## config.mk

```make
export PLATFORM = sky130hd
export DESIGN_NAME = seq_detect_param
export DESIGN_NICKNAME = d
export VERILOG_FILES = /design/src/rtl/seq_detect_param.sv
export SDC_FILE = /design/constraint.sdc
export NUM_CORES = 1
export LEC_CHECK = 0
export ABC_AREA = 1
export CORE_AREA = 2 2 39 41
export CTS_CLUSTER_DIAMETER = 80
export DETAILED_ROUTE_END_ITERATION = 10
export DIE_AREA = 0 0 41 43
export HOLD_SLACK_MARGIN = 0.15
export PLACE_DENSITY = 0.5
export SYNTH_ARGS = -nofsm -noshare
export SYNTH_HDL_FRONTEND = slang
export SYNTH_SLANG_ARGS = --single-unit
```

## constraint.sdc

```tcl
create_clock -name clk -period 1.05 [get_ports clk]
set_input_delay 0.21 -clock clk [delete_from_list [all_inputs] [get_ports clk]]
set_output_delay 0.21 -clock clk [all_outputs]
set_load 0.01 [all_outputs]
```

## src/rtl/seq_detect_param.sv

```systemverilog
// seq_detect_param: serial bit-pattern detector.
// Compares the last WIDTH accepted bits of x (oldest in the MSB) against
// PATTERN and flags each match on y. Matches may share bits (OVERLAP=1) or
// restart the history after each match (OVERLAP=0). y is combinational
// (MEALY=1) or registered one cycle later (MEALY=0).
// Optional feature macro: SEQDET_COUNTER_EN builds the saturating match
// counter; without it count and sat are tied to zero.
module seq_detect_param #(
    parameter int unsigned             WIDTH   = 3,
    parameter logic [WIDTH-1:0]        PATTERN = {WIDTH{1'b1}},
    parameter int unsigned             OVERLAP = 1,
    parameter int unsigned             MEALY   = 1,
    parameter int unsigned             CNT_W   = 8
) (
    input  logic             clk,
    input  logic             rst,
    input  logic             clr,
    input  logic             en,
    input  logic             x,
    output logic             y,
    output logic [CNT_W-1:0] count,
    output logic             sat
);

    localparam int unsigned    FW       = $clog2(WIDTH);
    localparam logic [FW-1:0]  FILL_MAX = FW'(WIDTH - 1);

    logic [WIDTH-2:0] hist_q, hist_d;
    logic [FW-1:0]    fill_q, fill_d;
    logic [WIDTH-1:0] window;
    logic             accepted;
    logic             full;
    logic             hit;

    // clr wins over en, so a completing bit under clr never counts as a hit.
    assign accepted = en & ~clr;
    assign full     = (fill_q == FILL_MAX);
    assign window   = {hist_q, x};
    assign hit      = accepted & full & (window == PATTERN);

    // Next history/fill: restart on clr or on a non-overlapping hit,
    // otherwise shift in the accepted bit; idle cycles are invisible.
    always_comb begin
        hist_d = hist_q;
        fill_d = fill_q;
        if (clr) begin
            hist_d = '0;
            fill_d = '0;
        end else if (accepted) begin
            if (hit && (OVERLAP == 0)) begin
                hist_d = '0;
                fill_d = '0;
            end else begin
                hist_d = window[WIDTH-2:0];
                fill_d = full ? fill_q : fill_q + 1'b1;
            end
        end
    end

    // History and fill registers.
    always_ff @(posedge clk or posedge rst) begin
        if (rst) begin
            hist_q <= '0;
            fill_q <= '0;
        end else begin
            hist_q <= hist_d;
            fill_q <= fill_d;
        end
    end

    generate
        if (MEALY != 0) begin : g_mealy
            assign y = hit;
        end else begin : g_moore
            logic y_q;
            // Registered match pulse, high the cycle after the completing bit.
            always_ff @(posedge clk or posedge rst) begin
                if (rst) begin
                    y_q <= 1'b0;
                end else begin
                    y_q <= hit;
                end
            end
            assign y = y_q;
        end
    endgenerate

`ifdef SEQDET_COUNTER_EN
    localparam logic [CNT_W-1:0] CNT_MAX = {CNT_W{1'b1}};

    logic [CNT_W-1:0] cnt_q, cnt_d;

    // Saturating match count; clr has priority over any hit.
    always_comb begin
        cnt_d = cnt_q;
        if (clr) begin
            cnt_d = '0;
        end else if (hit && (cnt_q != CNT_MAX)) begin
            cnt_d = cnt_q + 1'b1;
        end
    end

    // Counter register.
    always_ff @(posedge clk or posedge rst) begin
        if (rst) begin
            cnt_q <= '0;
        end else begin
            cnt_q <= cnt_d;
        end
    end

    assign count = cnt_q;
    assign sat   = (cnt_q == CNT_MAX);
`else
    assign count = '0;
    assign sat   = 1'b0;
`endif

endmodule

```

### After elaboration in Yosys (flattened, before gate mapping)

Cells that the tools add are included.

* register bits after elaboration: 4
* latch bits: 0
* RAM bits: 0
* memory bits (read-only): 0
* input port bits: 5
* output and inout bits: 10
* word-level logic and storage cells: 17
* memories: 0

* $add $sub $neg: 1
* $mul: 0
* div/mod/pow operators: 0
* $lt $le $gt $ge: 0
* equality and inequality tests: 3
* shift operators: 0
* muxes and demuxes: 5
* bitwise operators: 4
* reductions and logical operators: 2

Operators by type and width (number)
* $mux 2: 5
* $and 1x1->1: 3
* $eq 3x3->1 const B: 1
* $add 2x1->2 const B: 1
* $eq 2x2->1 const B: 1
* $ne 2x2->1 const B: 1
* $reduce_and 2->1: 1
* $reduce_bool 2->1: 1
* $not 1->1: 1

### Depth between registers and ports, before layout

Gate-level depths: netlist of the first run.

* depth in word-level cells: 4
* mapped depth: 6
* mapped depth without buffers: 6

### Worst setup path before layout of the first run

OpenSTA, ideal clock, no wires.

* path kind: reg-to-output
* from: register fill_q[0]
* to: output port y
* arrival time: 0.817 ns
* required time: 0.840 ns
* setup slack: 0.023 ns
* stages on the path, launching flop included: 5
* buffers on the path: 0
* path through: dfrtp_1 -> inv_1 -> ha_1 -> nand3_1 -> nor2_1

* cells in the longest elaborated chain, start to end: 3

RTL lines
* start: declaration: RTL line 29 `logic [FW-1:0] fill_q, fill_d;`
* start signal: assignment: RTL line 67 `fill_q <= fill_d;`
* $eq 2x2->1: RTL line 37 `assign full = (fill_q == FILL_MAX);`
* $and 1x1->1 (2 in series): RTL line 39 `assign hit = accepted & full & (window == PATTERN);`
* end: declaration: RTL line 20 `output logic y,`

Every way passes these cells.

### Final worst setup path of the first run

Ends and elaborated chain as after synthesis.

==> results of run 1 <==
-- synthesized netlist by cell type, drive strengths merged --
library cell,count,share of area (%)
nand3,7,13
inv,5,6.9
nand2,4,5.5
ha,1,4.6
a21oi,2,3.7
nor2,3,4.1
dfrtp,4,37
conb,1,1.4
buf,9,25
-- sequential cells by signal, summed over array words and instances, names as in the netlist --
name    count
fill_q      2
hist_q      2
-- critical path, delay by kind of cell, from the launching register on --
kind	cells	cell delay [ns]
simple gates	2	0.14
flops	1	0.36
buf+inv	2	0.19
fa+ha+maj	1	0.19
-- final timing paths --
check | from | to | slack [ns] | depth (start not counted)
worst max-delay path | fill_q[0]$_DFFE_PP0P_ | y | -0.26 | 5
worst min-delay path | rst | fill_q[0]$_DFFE_PP0P_ | 0.16 | 2
worst max register to register | fill_q[0]$_DFFE_PP0P_ | fill_q[0]$_DFFE_PP0P_ | 0 | 7
worst min register to register | hist_q[0]$_DFFE_PP0P_ | hist_q[0]$_DFFE_PP0P_ | 0.50 | 2
max in group asynchronous | rst | hist_q[1]$_DFFE_PP0P_ | 0.75 | 2
min in group clk | hist_q[0]$_DFFE_PP0P_ | hist_q[0]$_DFFE_PP0P_ | 0.50 | 2
-- layer usage --
metal / wire [um] / vias up / share of wire [%] / GRT usage (%)
li1: - / 122 / - / -
met1: 190 / 93 / 40 / 7.21
met2: 250 / 10 / 52 / 9.06
met3: 37 / 0 / 7.7 / 3.66
met4: 0 / 0 / 0 / 8.00
met5: 0 / - / 0 / 0
-- power by group through the flow --
stage	Clock [mW]	Sequential (mW)	Combinational [mW]
after floorplan	0	0.174	0.0751
after global placement	0	0.174	0.0884
after detailed placement	0	0.174	0.0906
after CTS	0.192	0.173	0.0938
after global routing	0.197	0.175	0.132
final	0.178	0.173	0.117
-- kinds of logic (layout without fill, tap and decap cells) --
group	Yosys count	after routing	share of synthesized area, %
and+or+nand+nor	14	14	22.4
DFF	4	4	36.5
buffers and inverters	14	19	31.5
adders and majority gates	1	1	4.57
other	1	9	1.37
AOI/OAI and AO/OA	2	2	3.65
-- area by class of cell --
cell class / instances / area (um^2) / area share [%]
timing repair buffer: 11 / 90.1 / 23.3
sequential: 4 / 100 / 25.9
clock buffer: 3 / 22.5 / 5.83
multi-input combinational: 26 / 133 / 34.3
inverter: 5 / 21.3 / 5.50
tap: 16 / 20.0 / 5.18
-- through the flow --
| stage | setup TNS, ns | util, % | power (mW) |
|---|---|---|---|
| after floorplan | 0 | - | 0.249 |
| after global placement | -0.898 | 24.3 | 0.263 |
| after detailed placement | -0.840 | 24.3 | 0.265 |
| after CTS | -0.275 | 26.1 | 0.459 |
| after global routing | -0.496 | 27.9 | 0.505 |
| final | -0.260 | 27.9 | 0.468 |
-- what timing repair did --
action                                 4_1_cts  5_1_grt
hold buffers                                 0        0
setup endpoints to repair                    1        3
endpoints found under the hold margin        0        0
setup buffers                                0        2
pin swaps                                    2        1
resized for setup                            6        4
==> impl_metrics.json, run 1 <==
{
  "cap_violations": 0,
  "fin_crit_ns": 1.31,
  "crit_fanout": 2,
  "layout_setup_ws_ns": -0.260,
  "p_per_area_nw_per_um2": 1210,
  "place_ws_ns": -0.582,
  "cts-buffers-inserted": 3,
  "syn_area_per_cell_um2": 7.61,
  "clockBufferDepth": 2,
  "place_area_um2": 337,
  "grt_setup_unrepaired": "true",
  "report.final.setup_viol": 1,
  "comb_power_share_pct": 24.9,
  "drt_iter0_drc": 2,
  "gp_congestion": 0.733,
  "io_buffers": 5,
  "start_util_pct": 19.8,
  "ys_seq_area_share_pct": 36.5,
  "crit_required_ns": 0.84,
  "seq_power_share_pct": 37.0,
  "ant_nets": 0,
  "hold_viol": 0,
  "clk_pin_slew_ns": 0.03,
  "critPathMaxStageDelay_ns": 0.36,
  "cts_tree": "built",
  "cts_max_level": 1,
  "diodes": 0,
  "clkPwrFrac_pct": 38.1,
  "finalClockSkew_ns": 0.0000154,
  "outcome": "complete, but fails checks",
  "ys_seq_elements": 4,
  "cp.arrival_ns": 1.10,
  "max_freq_mhz": 763,
  "cp-start-kind": "flip-flop",
  "swShare_pct": 25.2,
  "drive_gt1_share_pct": 30.6,
  "ys_types": 9,
  "via_per_inst": 3.46,
  "die_x_um": 41,
  "design_area_um2": 387,
  "critPathKind": "flip-flop to output port",
  "gr-usage-all-layers_pct": 7.07,
  "numClockSinks": 4,
  "drc": 0,
  "cp-end-kind": "output port",
  "syn_inst": 36,
  "grt_max_degree": 7,
  "antenna_found_initial": 0,
  "drv_slew": 0,
  "leakage_nw": 0.208,
  "ir_drop_mv": 0.463,
  "pin_count": 15,
  "violations": "setup timing",
  "grt_pass1_wl_um": 759,
  "final_common_cell": "conb_1",
  "grt_pass1_vias": 212,
  "p_int_uw": 350,
  "cts_root_buffer": "clkbuf_4",
  "wl_um": 479,
  "nFillCells": 155,
  "cpMaxStageDelayCell": "dfrtp_1",
  "wire_per_inst_um": 7.37,
  "dp_cells": 60,
  "clk_latency_ns": 0.23,
  "core_area_um2": 1380,
  "rows": 14,
  "period_share_pct": 125,
  "layout_common_cells": "conb_1 (9), nand3_1 (6), buf_4 (6)",
  "crit_chain": "inv_1, ha_2, nand3_2, nor2_1, buf_2",
  "syn-cell-area_um2": 274,
  "die_area_um2": 1760,
  "die_h_um": 43,
  "nets": 57,
  "hold_class": "primary input to async pin",
  "power.switching_uw": 118,
  "drtPass1Iterations": 3,
  "grt_overflow": 0,
  "via_count": 225,
  "final_cells": 65,
  "area_delta_synth_final_pct": 41.1,
  "hold_slack_ns": 0.158,
  "yosysWarnings": 0
}
Note: power is estimated with default switching activity, not from simulation.
==> run 2, diff against run 1 <==
ABC_AREA = unset   (was 1)
PLACE_DENSITY = 0.52   (was 0.5)
==> impl_metrics.json, run 2 <==
{
  "nets": 50,
  "finalClockSkew_ns": 0.0000472,
  "die_h_um": 43,
  "report.final.setup_viol": 3,
  "cpMaxStageDelayCell": "dfrtp_1",
  "cp-start-kind": "flip-flop",
  "cp.arrival_ns": 1.12,
  "clk_pin_slew_ns": 0.04,
  "ant_nets": 0,
  "grt_max_degree": 7,
  "die_area_um2": 1760,
  "layout_setup_ws_ns": -0.281,
  "fin_crit_ns": 1.33,
  "synthTopCellsByCount": "buf_4 (9), nor2_1 (5), dfrtp_1 (4)",
  "grt_pass1_vias": 177,
  "crit_fanout": 2,
  "yosysWarnings": 0,
  "max_freq_mhz": 751,
  "nFillCells": 149,
  "area_delta_synth_final_pct": 28.0,
  "syn-cell-area_um2": 295,
  "violations": "setup timing",
  "core_area_um2": 1380,
  "start_util_pct": 21.3,
  "diodes": 0,
  "hold_viol": 0,
  "crit_required_ns": 0.84,
  "leakage_nw": 0.198,
  "cap_violations": 0,
  "drive_gt1_share_pct": 28.6,
  "drt_iter0_drc": 0,
  "ir_drop_mv": 0.509,
  "synth_top_area_share_pct": 33.9,
  "p_per_area_nw_per_um2": 1250,
  "syn_inst": 31,
  "tns_ns": -0.632,
  "synth_most_common_cell": "buf_4",
  "layout_common_cells": "conb_1 (9), nor2_1 (5), dfrtp_1 (4), clkdlybuf4s50_1 (4), buf_4 (4)",
  "io_buffers": 5,
  "grt_pass1_wl_um": 703,
  "cts_max_level": 1,
  "outcome": "complete, but fails checks",
  "cts-buffers-inserted": 3,
  "critPathKind": "flip-flop to output port",
  "clockBufferDepth": 2,
  "crit_chain": "inv_1, ha_2, nand4b_1, nor2_1, buf_2",
  "numClockSinks": 4,
  "wl_um": 455,
  "top_regs": "fill_q: 2 flops, hist_q: 2 flops",
  "gr-usage-all-layers_pct": 6.66,
  "dp_hpwl_um": 368,
  "via_count": 198,
  "clk_latency_ns": 0.23,
  "syn_area_per_cell_um2": 9.53,
  "synthArstFlopShare_pct": 100,
  "pin_count": 15,
  "via_per_inst": 3.41,
  "hold_class": "primary input to async pin",
  "antenna_found_initial": 0,
  "cts_root_buffer": "clkbuf_4",
  "cts_tree": "built",
  "postCtsHoldBufs": 0,
  "power_uw": 472,
  "synth-edff-count": 0,
  "final_common_cell": "conb_1",
  "yosys.area.top_type": "dfrtp_1",
  "grt_overflow": 0,
  "ys_seq_area_share_pct": 33.9,
  "drtPass1Iterations": 1,
  "gp_congestion": 0.638,
  "ys_seq_elements": 4,
  "period_share_pct": 127,
  "die_x_um": 41,
  "drv_slew": 0,
  "ys.flop_type": "dfrtp_1",
  "critPathMaxStageDelay_ns": 0.37,
  "synth_area_leaders": "dfrtp_1 (34%), buf_4 (23%), mux2_4 (10%), mux2i_1 (6.8%), nor2_1 (6.4%)",
  "ys_types": 12,
  "cp-end-kind": "output port",
  "wire_per_inst_um": 7.84,
  "grt_setup_unrepaired": "true",
  "drc": 0,
  "rows": 14
}
-- run 2: repair_timing --
item / in CTS / in global routing
setup buffers: 0 / 1
cloned: 0 / 0
setup endpoints to repair: 3 / 3
pin swaps: 0 / 0
gates resized for setup: 4 / 0
-- run 2: worst max-delay path: cells and delay by family (launching register included) --
kind | cells | cell delay [ns]
buf+inv | 2 | 0.19
simple gates | 2 | 0.18
flops | 1 | 0.37
fa+ha+maj | 1 | 0.16
-- run 2: final timing paths --
check	start	endpoint	slack, ns	depth (start not counted)
worst max-delay path	fill_q[0]$_DFFE_PP0P_	y	-0.28	5
worst min-delay path	rst	hist_q[0]$_DFFE_PP0P_	0.16	2
worst max register to register	fill_q[1]$_DFFE_PP0P_	fill_q[1]$_DFFE_PP0P_	-0.18	3
worst min register to register	hist_q[1]$_DFFE_PP0P_	hist_q[1]$_DFFE_PP0P_	0.54	2
max in group asynchronous	rst	fill_q[1]$_DFFE_PP0P_	0.74	2
min in group clk	hist_q[1]$_DFFE_PP0P_	hist_q[1]$_DFFE_PP0P_	0.54	2
-- run 2: cell families after synthesis --
| kind of cell | synth area share (%) |
|---|---|
| adder cells (fa/ha/maj) | 4.24 |
| buffers and inverters | 25.4 |
| flip-flops | 33.9 |
| multiplexers | 16.9 |
| other | 1.27 |
| AND/OR/NAND/NOR | 18.2 |
-- run 2: stage by stage --
step                util (%)  cell area, um^2  std cells  hold WS, ns  setup WS [ns]
floorplan                  -              328         39      -0.0239         -0.136
global placement        25.5              353         54        0.406         -0.609
detailed placement      25.5              353         54        0.406         -0.614
CTS                     26.8              370         57        0.154         -0.309
global route            27.3              378         58        0.195         -0.361
finish                  27.3              378         58        0.156         -0.281
-- run 2: power by group --
part	leakage (nW)	total [mW]	internal, mW	switching (mW)
sequential	0.0535	0.174	0.167	0.00667
combinational	0.131	0.111	0.0633	0.0472
clock	0.0138	0.188	0.128	0.0602
total	0.198	0.472	0.358	0.114
-- run 2: layer usage --
metal / global-route usage (%) / wire length, um
met1: 8.82 / 203
met3: 1.57 / 45
met2: 6.56 / 191
met5: 0 / 0
met4: 10.0 / 14
-- run 2: layout make-up --
class | instances | area, um^2 | area share (%)
clock buffer | 3 | 22.5 | 5.96
sequential | 4 | 100 | 26.5
multi-input combinational | 24 | 153 | 40.4
inverter | 2 | 7.51 | 1.99
tap | 16 | 20.0 | 5.30
timing repair buffer | 9 | 75.1 | 19.9
==> run 3, diff against run 2 <==
GPL_ROUTABILITY_DRIVEN = 0   (was unset)
==> results of run 3 <==
The final DEF is identical to that of run 2; final timing and power are the same.
